## src/rtl/cpu_defs.sv

```systemverilog
// Shared CPU front-end types: fetch pass records, exception record, redirect/BTB requests.
// Latency: none (type and constant definitions only).
// Backpressure: n/a.
package cpu_defs;

    typedef logic [31:0] u32_t;
    typedef logic [31:0] virt_t;

    localparam logic [5:0] ECODE_ADEF       = 6'h08;
    localparam virt_t      RESET_PC_DEFAULT = 32'h1c00_0000;

    typedef struct packed {
        virt_t pc;
        logic  is_predict;
    } next_pc_t;

    typedef struct packed {
        logic     valid;
        virt_t    pc;
        next_pc_t next;
        logic     icache_wait_resp;
    } fetch1_fetch2_pass_t;

    typedef struct packed {
        logic       valid;
        logic [5:0] ecode;
        logic [8:0] esubcode;
    } excp_pass_t;

    typedef struct packed {
        logic  valid;
        virt_t pc;
    } wr_pc_req_t;

    typedef struct packed {
        logic  valid;
        virt_t pc;
    } btb_invalid_t;

endpackage

```

## src/rtl/btb_dm.sv

```systemverilog
// Direct-mapped branch target buffer indexed by word address; combinational lookup.
// Latency: lookup 0 cycles; update/invalidate visible to lookups the following cycle.
// Backpressure: none, every update/invalidate is accepted in the cycle presented.
import cpu_defs::*;

module btb_dm #(
    parameter int ENTRIES = 64
) (
    input  logic        clk,
    input  logic        rst_n,
    input  logic [29:0] i_lookup_wa,
    output logic        o_hit,
    output virt_t       o_target,
    input  logic        i_upd_vld,
    input  logic [29:0] i_upd_wa,
    input  virt_t       i_upd_target,
    input  logic        i_inv_vld,
    input  logic [29:0] i_inv_wa
);
    localparam int IDX = $clog2(ENTRIES);
    localparam int TW  = 30 - IDX;

    logic [ENTRIES-1:0] r_valid;
    logic [TW-1:0]      r_tag    [ENTRIES];
    virt_t              r_target [ENTRIES];

    logic [IDX-1:0] w_lk_idx, w_upd_idx, w_inv_idx;
    logic [TW-1:0]  w_lk_tag, w_upd_tag, w_inv_tag;
    logic           w_inv_hit;

    assign w_lk_idx  = i_lookup_wa[IDX-1:0];
    assign w_lk_tag  = i_lookup_wa[29:IDX];
    assign w_upd_idx = i_upd_wa[IDX-1:0];
    assign w_upd_tag = i_upd_wa[29:IDX];
    assign w_inv_idx = i_inv_wa[IDX-1:0];
    assign w_inv_tag = i_inv_wa[29:IDX];

    assign o_hit    = r_valid[w_lk_idx] & (r_tag[w_lk_idx] == w_lk_tag);
    assign o_target = r_target[w_lk_idx];

    // An invalidate hitting the slot being updated this cycle always wins,
    // otherwise it only kills an entry whose stored tag matches.
    assign w_inv_hit = i_inv_vld &
                       ((i_upd_vld & (w_upd_idx == w_inv_idx)) | (r_tag[w_inv_idx] == w_inv_tag));

    // Valid bits: set on update, cleared by a matching invalidate (later assignment wins).
    always_ff @(posedge clk or negedge rst_n) begin
        if (!rst_n) begin
            r_valid <= '0;
        end else begin
            if (i_upd_vld) r_valid[w_upd_idx] <= 1'b1;
            if (w_inv_hit) r_valid[w_inv_idx] <= 1'b0;
        end
    end

    // Tag/target payload needs no reset; it is qualified by the valid bit.
    always_ff @(posedge clk) begin
        if (i_upd_vld) begin
            r_tag[w_upd_idx]    <= w_upd_tag;
            r_target[w_upd_idx] <= i_upd_target;
        end
    end

endmodule

```

## src/rtl/fetch1_stage.sv

```systemverilog
// Fetch stage 1: owns fetch PC, applies redirects, BTB predict (FETCH1_BTB_EN), issues icache request.
// Latency: 1 cycle from icache request to registered fetch1->fetch2 pass record.
// Backpressure: stall_i or icache not ready holds PC; redirects/flush insert a one-cycle bubble.
import cpu_defs::*;

module fetch1_stage #(
    parameter virt_t RESET_PC    = RESET_PC_DEFAULT,
    parameter int    BTB_ENTRIES = 64
) (
    input  logic                clk,
    input  logic                rst_n,
    input  logic                stall_i,
    input  logic                flush_i,
    input  logic                be_wr_pc_valid,
    input  logic [31:0]         be_wr_pc,
    input  logic                f2_wr_pc_valid,
    input  logic [31:0]         f2_wr_pc,
    input  logic                f2_wr_pc_is_predict,
    input  logic                btb_inv_valid,
    input  logic [31:0]         btb_inv_pc,
    input  logic                btb_upd_valid,
    input  logic [31:0]         btb_upd_pc,
    input  logic [31:0]         btb_upd_target,
    output logic                icache_req_valid,
    output logic [31:0]         icache_req_addr,
    input  logic                icache_req_ready,
    output fetch1_fetch2_pass_t pass_out,
    output excp_pass_t          excp_pass_out
);
    virt_t               r_pc;
    logic                r_started;
    fetch1_fetch2_pass_t r_pass;
    excp_pass_t          r_excp;

    logic     w_misaligned, w_redirect, w_advance, w_accept, w_load, w_rec_vld;
    logic     w_btb_hit;
    virt_t    w_btb_target;
    next_pc_t w_next;

`ifdef FETCH1_BTB_EN
    logic w_unused_ok;
    assign w_unused_ok = ^{btb_upd_pc[1:0], btb_inv_pc[1:0]};

    btb_dm #(.ENTRIES(BTB_ENTRIES)) u_btb (
        .clk          (clk),
        .rst_n        (rst_n),
        .i_lookup_wa  (r_pc[31:2]),
        .o_hit        (w_btb_hit),
        .o_target     (w_btb_target),
        .i_upd_vld    (btb_upd_valid),
        .i_upd_wa     (btb_upd_pc[31:2]),
        .i_upd_target (btb_upd_target),
        .i_inv_vld    (btb_inv_valid),
        .i_inv_wa     (btb_inv_pc[31:2])
    );
`else
    localparam int unused_btb_entries = BTB_ENTRIES;
    logic w_unused_ok;
    assign w_unused_ok  = ^{btb_inv_valid, btb_inv_pc, btb_upd_valid, btb_upd_pc, btb_upd_target};
    assign w_btb_hit    = 1'b0;
    assign w_btb_target = '0;
`endif

    assign w_misaligned = |r_pc[1:0];
    assign w_redirect   = be_wr_pc_valid | f2_wr_pc_valid;
    // Nothing moves before the first request slot, so the reset PC is never skipped.
    assign w_advance    = r_started & ~stall_i & (icache_req_ready | w_misaligned);

    assign icache_req_valid = r_started & ~stall_i & ~w_misaligned & ~w_redirect;
    assign icache_req_addr  = r_pc;
    assign w_accept         = icache_req_valid & icache_req_ready;

    // A not-ready icache still pushes a bubble downstream when fetch2 is free.
    assign w_load    = flush_i | ~stall_i;
    assign w_rec_vld = w_advance & ~w_redirect & ~flush_i & (w_accept | w_misaligned);

    // Next-PC selection: backend, fetch2, BTB hit (aligned PCs only), sequential.
    always_comb begin
        w_next.pc         = r_pc + 32'd4;
        w_next.is_predict = 1'b0;
        if (be_wr_pc_valid) begin
            w_next.pc = be_wr_pc;
        end else if (f2_wr_pc_valid) begin
            w_next.pc         = f2_wr_pc;
            w_next.is_predict = f2_wr_pc_is_predict;
        end else if (w_btb_hit && !w_misaligned) begin
            w_next.pc         = w_btb_target;
            w_next.is_predict = 1'b1;
        end
    end

    // Fetch PC and start flag; redirects land even while stalled.
    always_ff @(posedge clk or negedge rst_n) begin
        if (!rst_n) begin
            r_pc      <= RESET_PC;
            r_started <= 1'b0;
        end else begin
            r_started <= 1'b1;
            if (w_redirect || w_advance) r_pc <= w_next.pc;
        end
    end

    // Pass and exception records register together; a dropped record drops its exception.
    always_ff @(posedge clk or negedge rst_n) begin
        if (!rst_n) begin
            r_pass <= '0;
            r_excp <= '0;
        end else if (w_load) begin
            r_pass.valid            <= w_rec_vld;
            r_pass.pc               <= r_pc;
            r_pass.next             <= w_next;
            r_pass.icache_wait_resp <= w_accept;
            r_excp.valid            <= w_rec_vld & w_misaligned;
            r_excp.ecode            <= ECODE_ADEF;
            r_excp.esubcode         <= '0;
        end
    end

    assign pass_out      = r_pass;
    assign excp_pass_out = r_excp;

endmodule
```

## config.mk

```make
export PLATFORM = sky130hd
export DESIGN_NAME = fetch1_stage
export DESIGN_NICKNAME = d
export VERILOG_FILES = /design/src/rtl/cpu_defs.sv /design/src/rtl/btb_dm.sv /design/src/rtl/fetch1_stage.sv
export SDC_FILE = /design/constraint.sdc
export NUM_CORES = 1
export LEC_CHECK = 0
export BUFFER_PORTS_ARGS = -buffer_cell sky130_fd_sc_hd__buf_2
export CAP_MARGIN = 5
export CORE_ASPECT_RATIO = 0.6
export CORE_MARGIN = 5
export CORE_UTILIZATION = 45
export CTS_BUF_LIST = sky130_fd_sc_hd__clkbuf_4 sky130_fd_sc_hd__clkbuf_8 sky130_fd_sc_hd__clkbuf_16
export DETAILED_ROUTE_END_ITERATION = 6
export PLACE_DENSITY = 0.78
export SLEW_MARGIN = 30
export SYNTH_ARGS = -nofsm -noshare
export SYNTH_HDL_FRONTEND = slang
export SYNTH_SLANG_ARGS = --single-unit
```

## constraint.sdc

```tcl
create_clock -name clk -period 2.3 [get_ports clk]
set_clock_uncertainty 0.15 [all_clocks]
set_input_delay 0.115 -clock clk [delete_from_list [all_inputs] [get_ports clk]]
set_output_delay 0.115 -clock clk [all_outputs]
set_load 0.01 [all_outputs]
```

==> results.ini, run 1 <==
[run_status]
status = completed

[yosys]
synth_edf_count = 0
synth_most_common_cell = nand2_1
ys_top_cells_by_area = dfrtp_1, nand2_1, mux2_2, o21ai_0, xnor2_1
synth-seq-area-share_pct = 48.5
synth.largest_area_cell = dfrtp_1
synth_area_um2 = 5270
synth_top_area_share_pct = 47.0
ys_top_cells_by_count = nand2_1, dfrtp_1, o21ai_0
synth_ff_type = dfrtp_1
synth_cell_type_count = 51
synthCells = 565
syn_avg_cell_area_um2 = 9.33
yosys_warnings = 0
synth-seq-cells = 102
async_reset_ff_share_pct = 100

[die]
dieArea_um2 = 14000
die_x_um = 150
initial_core_util_pct = 46.3
io_pins = 286
die_height_um = 93.8
row_count = 30
coreArea_um2 = 11400

[pwr]
pwr-share-clk_pct = 33.5
power_leakage_nw = 3.42
ir_drop_uv = 360
comb_power_share_pct = 23.3
p_sw_mw = 1.52
seqPwrFrac_pct = 43.2
p_int_mw = 3.59
swShare_pct = 29.8
powerDensity_nw_per_um2 = 728
power.total_mw = 5.11

[clock_network]
cts_setup_buffers = 0
tritoncts = yes
clock-sinks = 102
insertion_delay_ns = 0.34
cts_max_level = 3
clockRootBuffer = clkbuf_16
cts_made_buffers = 9
clk_path_buf_depth = 2
path_clk_slew_ns = 0.07

[setup_path]
path_buf_inv = 0
cp.depth = 6
crit_path_end_kind = flop
cp_slowest_cell = or3_4
cp_top_family = simple AND/OR/NAND/NOR gates
r2r_cells = 6
start_kind = flop
cp_slowest_stage_delay_ns = 0.47
cp.arrival_ns = 2.27
path_class = flop to flop
required_ns = 2.40
critPathMaxFanout = 13
crit_chain = ha_1 > nand3_1 > or3_4 > or3_1 > o21ai_0 > a2bb2oi_1

[layout]
finalNetCount = 943
final_util_pct = 61.7
area_growth_pct = 33.1
drive_above_1_share_pct = 34.6

[detailed_routing]
wl_per_cell_um = 18.3
drc = 0
vias_per_cell = 5.44
ant_nets = 0
drtIter0Drc = 362
routed-via-count = 5107
finalWirelength_mm = 17.2
dr.pass1.iters = 5

[timing]
tightest_slew_ns = 0.593
setup_viol = 0
finalMaxSlewViolations = 0
clock.fmax_mhz = 462
fin_tns_setup_ns = 0
period_minus_slack_ns = 2.17
slew-limit-headroom_pct = 60.4
finalCritPeriodShare_pct = 94.1
rsz0062_at_grt = no
hold_viol_final = 0

[grt]
grtUsageTotal_pct = 24.7
grt_pass1_vias = 5188
antenna_found_initial = 0
grt_pass1_wl_mm = 27.3
gr-total-overflow = 0
grt_max_degree = 44

[min_path]
hold_class = input pin to flop
hold_depth = 3

[run]
drv_cap = 0

[placed_design]
io_buffers = 173
gp_congestion = 0.852
post-dp-hpwl_mm = 12.6

==> what timing repair did <==
item,CTS,global route
resized for setup,0,1
endpoints found under the setup margin,0,1
endpoints found under the hold margin,91,0
hold buffers,23,0
==> area by class of cell <==
cell class,count,area [um^2]
Tap cell,160,200
Sequential cell,102,2560
Clock buffer,13,268
Inverter,9,33.8
Fill cell,976,4360
Antenna cell,1,2.50
Multi-Input combinational cell,414,2470
Clock inverter,3,67.6
Timing Repair Buffer,236,1410
==> per-stage QoR <==
stage / std cells / hold WS, ns / instance area, um^2 / setup WS [ns]
after detailed placement: 898 / -0.0560 / 6440 / 0.157
after CTS: 937 / 0.000315 / 7000 / 0.124
final: 938 / 0.00411 / 7010 / 0.135
after global routing: 937 / 0.0281 / 7010 / 0.0236
after floorplan: 578 / -0.331 / 5320 / 0.0925
after global placement: 898 / -0.0637 / 6440 / 0.205
==> logic make-up (layout without fill, tap and decap cells) <==
group	Yosys count	count (layout)	share of synthesized area (%)
AOI/OAI and AO/OA	126	126	15.7
xor gates and xnor gates	25	25	4.16
adders and majority gates	1	1	0.237
buffers and inverters	62	261	5.84
DFF	102	102	48.5
muxes	27	27	5.65
other	2	16	0.143
and+or+nand+nor	220	220	19.8
==> cell usage in the layout (no fill, tap or decap), types with 3 or more instances in the layout <==
| cell type | count |
|---|---|
| buf_4 | 40 |
| or3_1 | 5 |
| nand4_1 | 4 |
| nand2_1 | 130 |
| xor2_1 | 8 |
| dlygate4sd3_1 | 23 |
| o22ai_1 | 9 |
| conb_1 | 15 |
| a2bb2oi_1 | 10 |
| a22oi_1 | 14 |
| mux2i_1 | 5 |
| clkbuf_16 | 9 |
| nor3_1 | 9 |
| mux2_2 | 22 |
| inv_1 | 8 |
| o21a_1 | 6 |
| o21ai_0 | 35 |
| and4_1 | 3 |
| dfstp_2 | 3 |
| a22o_1 | 7 |
| xnor2_1 | 17 |
| a21oi_1 | 18 |
| buf_2 | 172 |
| nand3_1 | 14 |
| o22a_1 | 5 |
| nor4_1 | 4 |
| a31oi_1 | 12 |
| dfrtp_1 | 99 |
| nor2_1 | 31 |
| o221ai_1 | 6 |
==> worst reg2reg max path, delay by kind of cell (launching register included) <==
kind | cells | cell delay (ns)
AND/OR/NAND/NOR | 3 | 1.01
flip-flops | 1 | 0.39
AO/OA/AOI/OAI | 2 | 0.34
adder cells (fa/ha/maj) | 1 | 0.18
==> flip-flops by register name, indices dropped and copies added (netlist names) <==
| signal | flops |
|---|---|
| excp_pass_out | 2 |
| icache_req_addr | 32 |
| r_started | 1 |
| pass_out | 67 |
==> metal layers <==
layer	vias up	wire [um]	GRT usage [%]
met5	-	0	0
met1	2489	7590	33.9
met3	27	1630	7.33
met4	0	246	6.77
li1	2358	-	-
met2	233	7720	38.0
==> power by group through the flow <==
| stage | logic [mW] | registers [mW] | clock network, mW |
|---|---|---|---|
| global placement | 1.12 | 2.21 | 0 |
| global route | 1.30 | 2.23 | 1.83 |
| CTS | 1.19 | 2.20 | 1.74 |
| detailed placement | 1.16 | 2.23 | 0 |
| finish | 1.19 | 2.20 | 1.71 |
| floorplan | 0.495 | 2.32 | 0 |
==> path summary, 6_finish.rpt <==
path                                           startpoint                         endpoint  slack, ns
min reg2reg                      pass_out[45]$_DFFE_PN0P_         pass_out[45]$_DFFE_PN0P_       0.31
max in group asynchronous                           rst_n   icache_req_addr[6]$_DFFE_PN0P_       1.15
min                                          be_wr_pc[18]  icache_req_addr[18]$_DFFE_PN0P_      0.004
min in group asynchronous                           rst_n         pass_out[57]$_DFFE_PN0P_       0.11
max                        icache_req_addr[2]$_DFFE_PN0P_  icache_req_addr[26]$_DFFE_PN1P_       0.13
max reg2reg                icache_req_addr[2]$_DFFE_PN0P_  icache_req_addr[26]$_DFFE_PN1P_       0.13
Power figures use the tool's default switching activity.
==> run 2, diff against run 1 <==
Settings changed: CORE_ASPECT_RATIO 0.6 to not set, CORE_UTILIZATION 45 to 46, CTS_BUF_LIST sky130_fd_sc_hd__clkbuf_4 sky130_fd_sc_hd__clkbuf_8 sky130_fd_sc_hd__clkbuf_16 to sky130_fd_sc_hd__clkbuf_4 sky130_fd_sc_hd__clkbuf_8, PLACE_DENSITY 0.78 to 0.79.
==> run 2 against run 1 <==
Sequential power barely moved. Largest power group unchanged. Highest routed layer unchanged. Cell count increased by 0.43%. Critical path type unchanged. Clock power fell by 33%. Critical endpoint is now icache_req_addr[28]$_DFFE_PN1P_. Fmax shrank 1.2%. Largest cell class unchanged.
==> results.ini, run 2 (synthesized netlist as in run 1, its figures left out) <==
[detailed_routing]
drc = 0  ; unchanged
drtIter0Drc = 342  ; was 362
wl_met3_mm = 1.80  ; was 1.63 mm
top_layer = met4  ; unchanged
finalWirelength_mm = 17.1  ; was 17.2 mm
routed-via-count = 5168  ; was 5,107
ant_nets = 0  ; unchanged
wl_met1_mm = 7.01  ; was 7.59 mm
wl_per_cell_um = 18.1  ; was 18.3 um
dr.pass1.iters = 5  ; unchanged
met2_length_mm = 7.97  ; was 7.72 mm
vias_per_cell = 5.49  ; was 5.44

[run]
drv_cap = 0  ; unchanged

[clock_network]
clockRootBuffer = clkbuf_8  ; was clkbuf_16
tritoncts = yes  ; unchanged
cts_setup_buffers = 0  ; unchanged
insertion_delay_ns = 0.38  ; was 0.34 ns
clk_path_buf_depth = 2  ; unchanged
cts_made_buffers = 9  ; unchanged
clock-sinks = 102  ; unchanged
path_clk_slew_ns = 0.09  ; was 0.07 ns
cts_max_level = 3  ; unchanged

[timing]
setup_viol = 0  ; unchanged
finalHoldWorstSlack_ns = 0.0166  ; was 0.00411 ns
fin_tns_setup_ns = 0  ; unchanged
timing.final.ws_setup_ns = 0.108  ; was 0.135 ns
clock.fmax_mhz = 456  ; was 462 MHz
finalMaxSlewViolations = 0  ; unchanged
slew-limit-headroom_pct = 63.0  ; was 60.4%
rsz0062_at_grt = no  ; unchanged
finalCritPeriodShare_pct = 95.3  ; was 94.1%
tightest_slew_ns = 0.553  ; was 0.593 ns
hold_viol_final = 0  ; unchanged
period_minus_slack_ns = 2.19  ; was 2.17 ns

[die]
coreArea_um2 = 11300  ; was 11,400 um^2
dieArea_um2 = 13700  ; was 14,000 um^2
die_x_um = 117  ; was 150 um
io_pins = 286  ; unchanged
initial_core_util_pct = 46.5  ; was 46.3%
row_count = 39  ; was 30
die_height_um = 117  ; was 93.8 um

[layout]
final_cell_mix = buf_2, nand2_1, dfrtp_1, dlygate4sd3_1, buf_4  ; was buf_2, nand2_1, dfrtp_1, buf_4, o21ai_0
drive_above_1_share_pct = 33.8  ; was 34.6%
multi_input_area_um2 = 2480  ; was 2470 um^2
largest_register_ffs = 67  ; unchanged
regArea_um2 = 2560  ; unchanged
final_common_cell = buf_2  ; unchanged
final_util_pct = 62.8  ; was 61.7%
fin_area_um2 = 7110  ; was 7010 um^2
antenna_cells = 0  ; was 1
area_growth_pct = 34.9  ; was 33.1%
fillCellCount = 955  ; was 976
finalNetCount = 966  ; was 943

[min_path]
hp-start = be_wr_pc[25]  ; was be_wr_pc[18]
hold_depth = 3  ; unchanged
hold_class = input pin to flop  ; unchanged
hold_end = icache_req_addr[25]$_DFFE_PN0P_  ; was icache_req_addr[18]$_DFFE_PN0P_

[setup_path]
timing.reg2reg.setup_slack_ns = 0.11  ; was 0.13 ns
path_class = flop to flop  ; unchanged
start_kind = flop  ; unchanged
r2r-end = icache_req_addr[28]$_DFFE_PN1P_  ; was icache_req_addr[26]$_DFFE_PN1P_
required_ns = 2.45  ; was 2.40 ns
crit_path_end_kind = flop  ; unchanged
r2r_cells = 6  ; unchanged
cp.arrival_ns = 2.35  ; was 2.27 ns
critPathMaxFanout = 13  ; unchanged
r2r_start = icache_req_addr[2]$_DFFE_PN0P_  ; unchanged

[placed_design]
io_buffers = 173  ; unchanged
post-dp-hpwl_mm = 12.4  ; was 12.6 mm
gp_congestion = 0.895  ; was 0.852
place_area_um2 = 6450  ; was 6440 um^2
place_ws_ns = 0.124  ; was 0.157 ns

[grt]
gr-total-overflow = 0  ; unchanged
antenna_found_initial = 0  ; unchanged
grt_max_degree = 53  ; was 44
grt_pass1_vias = 5175  ; was 5,188
grtUsageTotal_pct = 25.1  ; was 24.7%
grt_pass1_wl_mm = 26.3  ; was 27.3 mm

[run_status]
status = completed  ; unchanged

[pwr]
ir_drop_uv = 438  ; was 360 uV
powerDensity_nw_per_um2 = 644  ; was 728 nW/um^2
power_leakage_nw = 3.46  ; was 3.42 nW

==> run 2: cell types whose count changed in the layout (fill, tap and decap cells not counted), sizes merged <==
cell,delta
buf,+1
bufinv,-2
clkbuf,+2
clkinvlp,-1
diode,-1
dlygate4sd3,+22
==> run 2: report_power, final <==
part | internal (mW) | total [mW] | leakage, nW | switching [mW]
clock | 0.533 | 1.14 | 0.103 | 0.609
sequential | 2.02 | 2.19 | 1.25 | 0.171
combinational | 0.566 | 1.25 | 2.11 | 0.681
total | 3.12 | 4.58 | 3.46 | 1.46
==> run 2: worst max-delay path, stage by stage, from the launching register on <==
cell       delay, ns
dfrtp_1         0.41
ha_1            0.20
nand3_1         0.14
or3_4           0.46
or3_1           0.39
a21oi_1         0.17
a2bb2oi_1       0.19
==> run 2: layout make-up <==
cell class                      instances  share of cell area (%)
Inverter                                9                   0.475
Timing Repair Buffer                  259                    23.4
Tap cell                              143                    2.52
Sequential cell                       102                    36.0
Multi-Input combinational cell        414                    34.9
Clock buffer                           15                    2.73
==> run 2: layer usage <==
metal	up-vias	GRT usage, %
li1	2403	-
met1	2503	31.8
met2	238	40.8
met3	24	7.92
met4	0	8.49
met5	-	0
==> run 2: metrics by stage <==
step	cells	power, mW
6_report	942	4.58
5_1_grt	942	4.82
3_5_place_dp	882	3.40
3_3_place_gp	882	3.35
4_1_cts	942	4.61
2_1_floorplan	578	2.82
==> run 2: worst max-delay path by stage <==
stage,slack [ns],depth (start not counted),end,start
5_1_grt,0.02,6,icache_req_addr[16]$_DFFE_PN0P_,icache_req_addr[2]$_DFFE_PN0P_
2_1_floorplan,0.09,7,icache_req_addr[28]$_DFFE_PN1P_,icache_req_addr[2]$_DFFE_PN0P_
3_3_place_gp,0.21,5,pass_out[31]$_DFFE_PN0P_,icache_req_addr[5]$_DFFE_PN0P_
4_1_cts,0.1,6,icache_req_addr[28]$_DFFE_PN1P_,icache_req_addr[2]$_DFFE_PN0P_
3_5_place_dp,0.12,6,icache_req_addr[31]$_DFFE_PN0P_,icache_req_addr[8]$_DFFE_PN0P_
6_report,0.11,6,icache_req_addr[28]$_DFFE_PN1P_,icache_req_addr[2]$_DFFE_PN0P_
==> run 2: what timing repair did <==
item,4_1_cts,5_1_grt
resized for setup,0,2
endpoints found under the setup margin,0,2
endpoints found under the hold margin,86,0
hold buffers,45,0
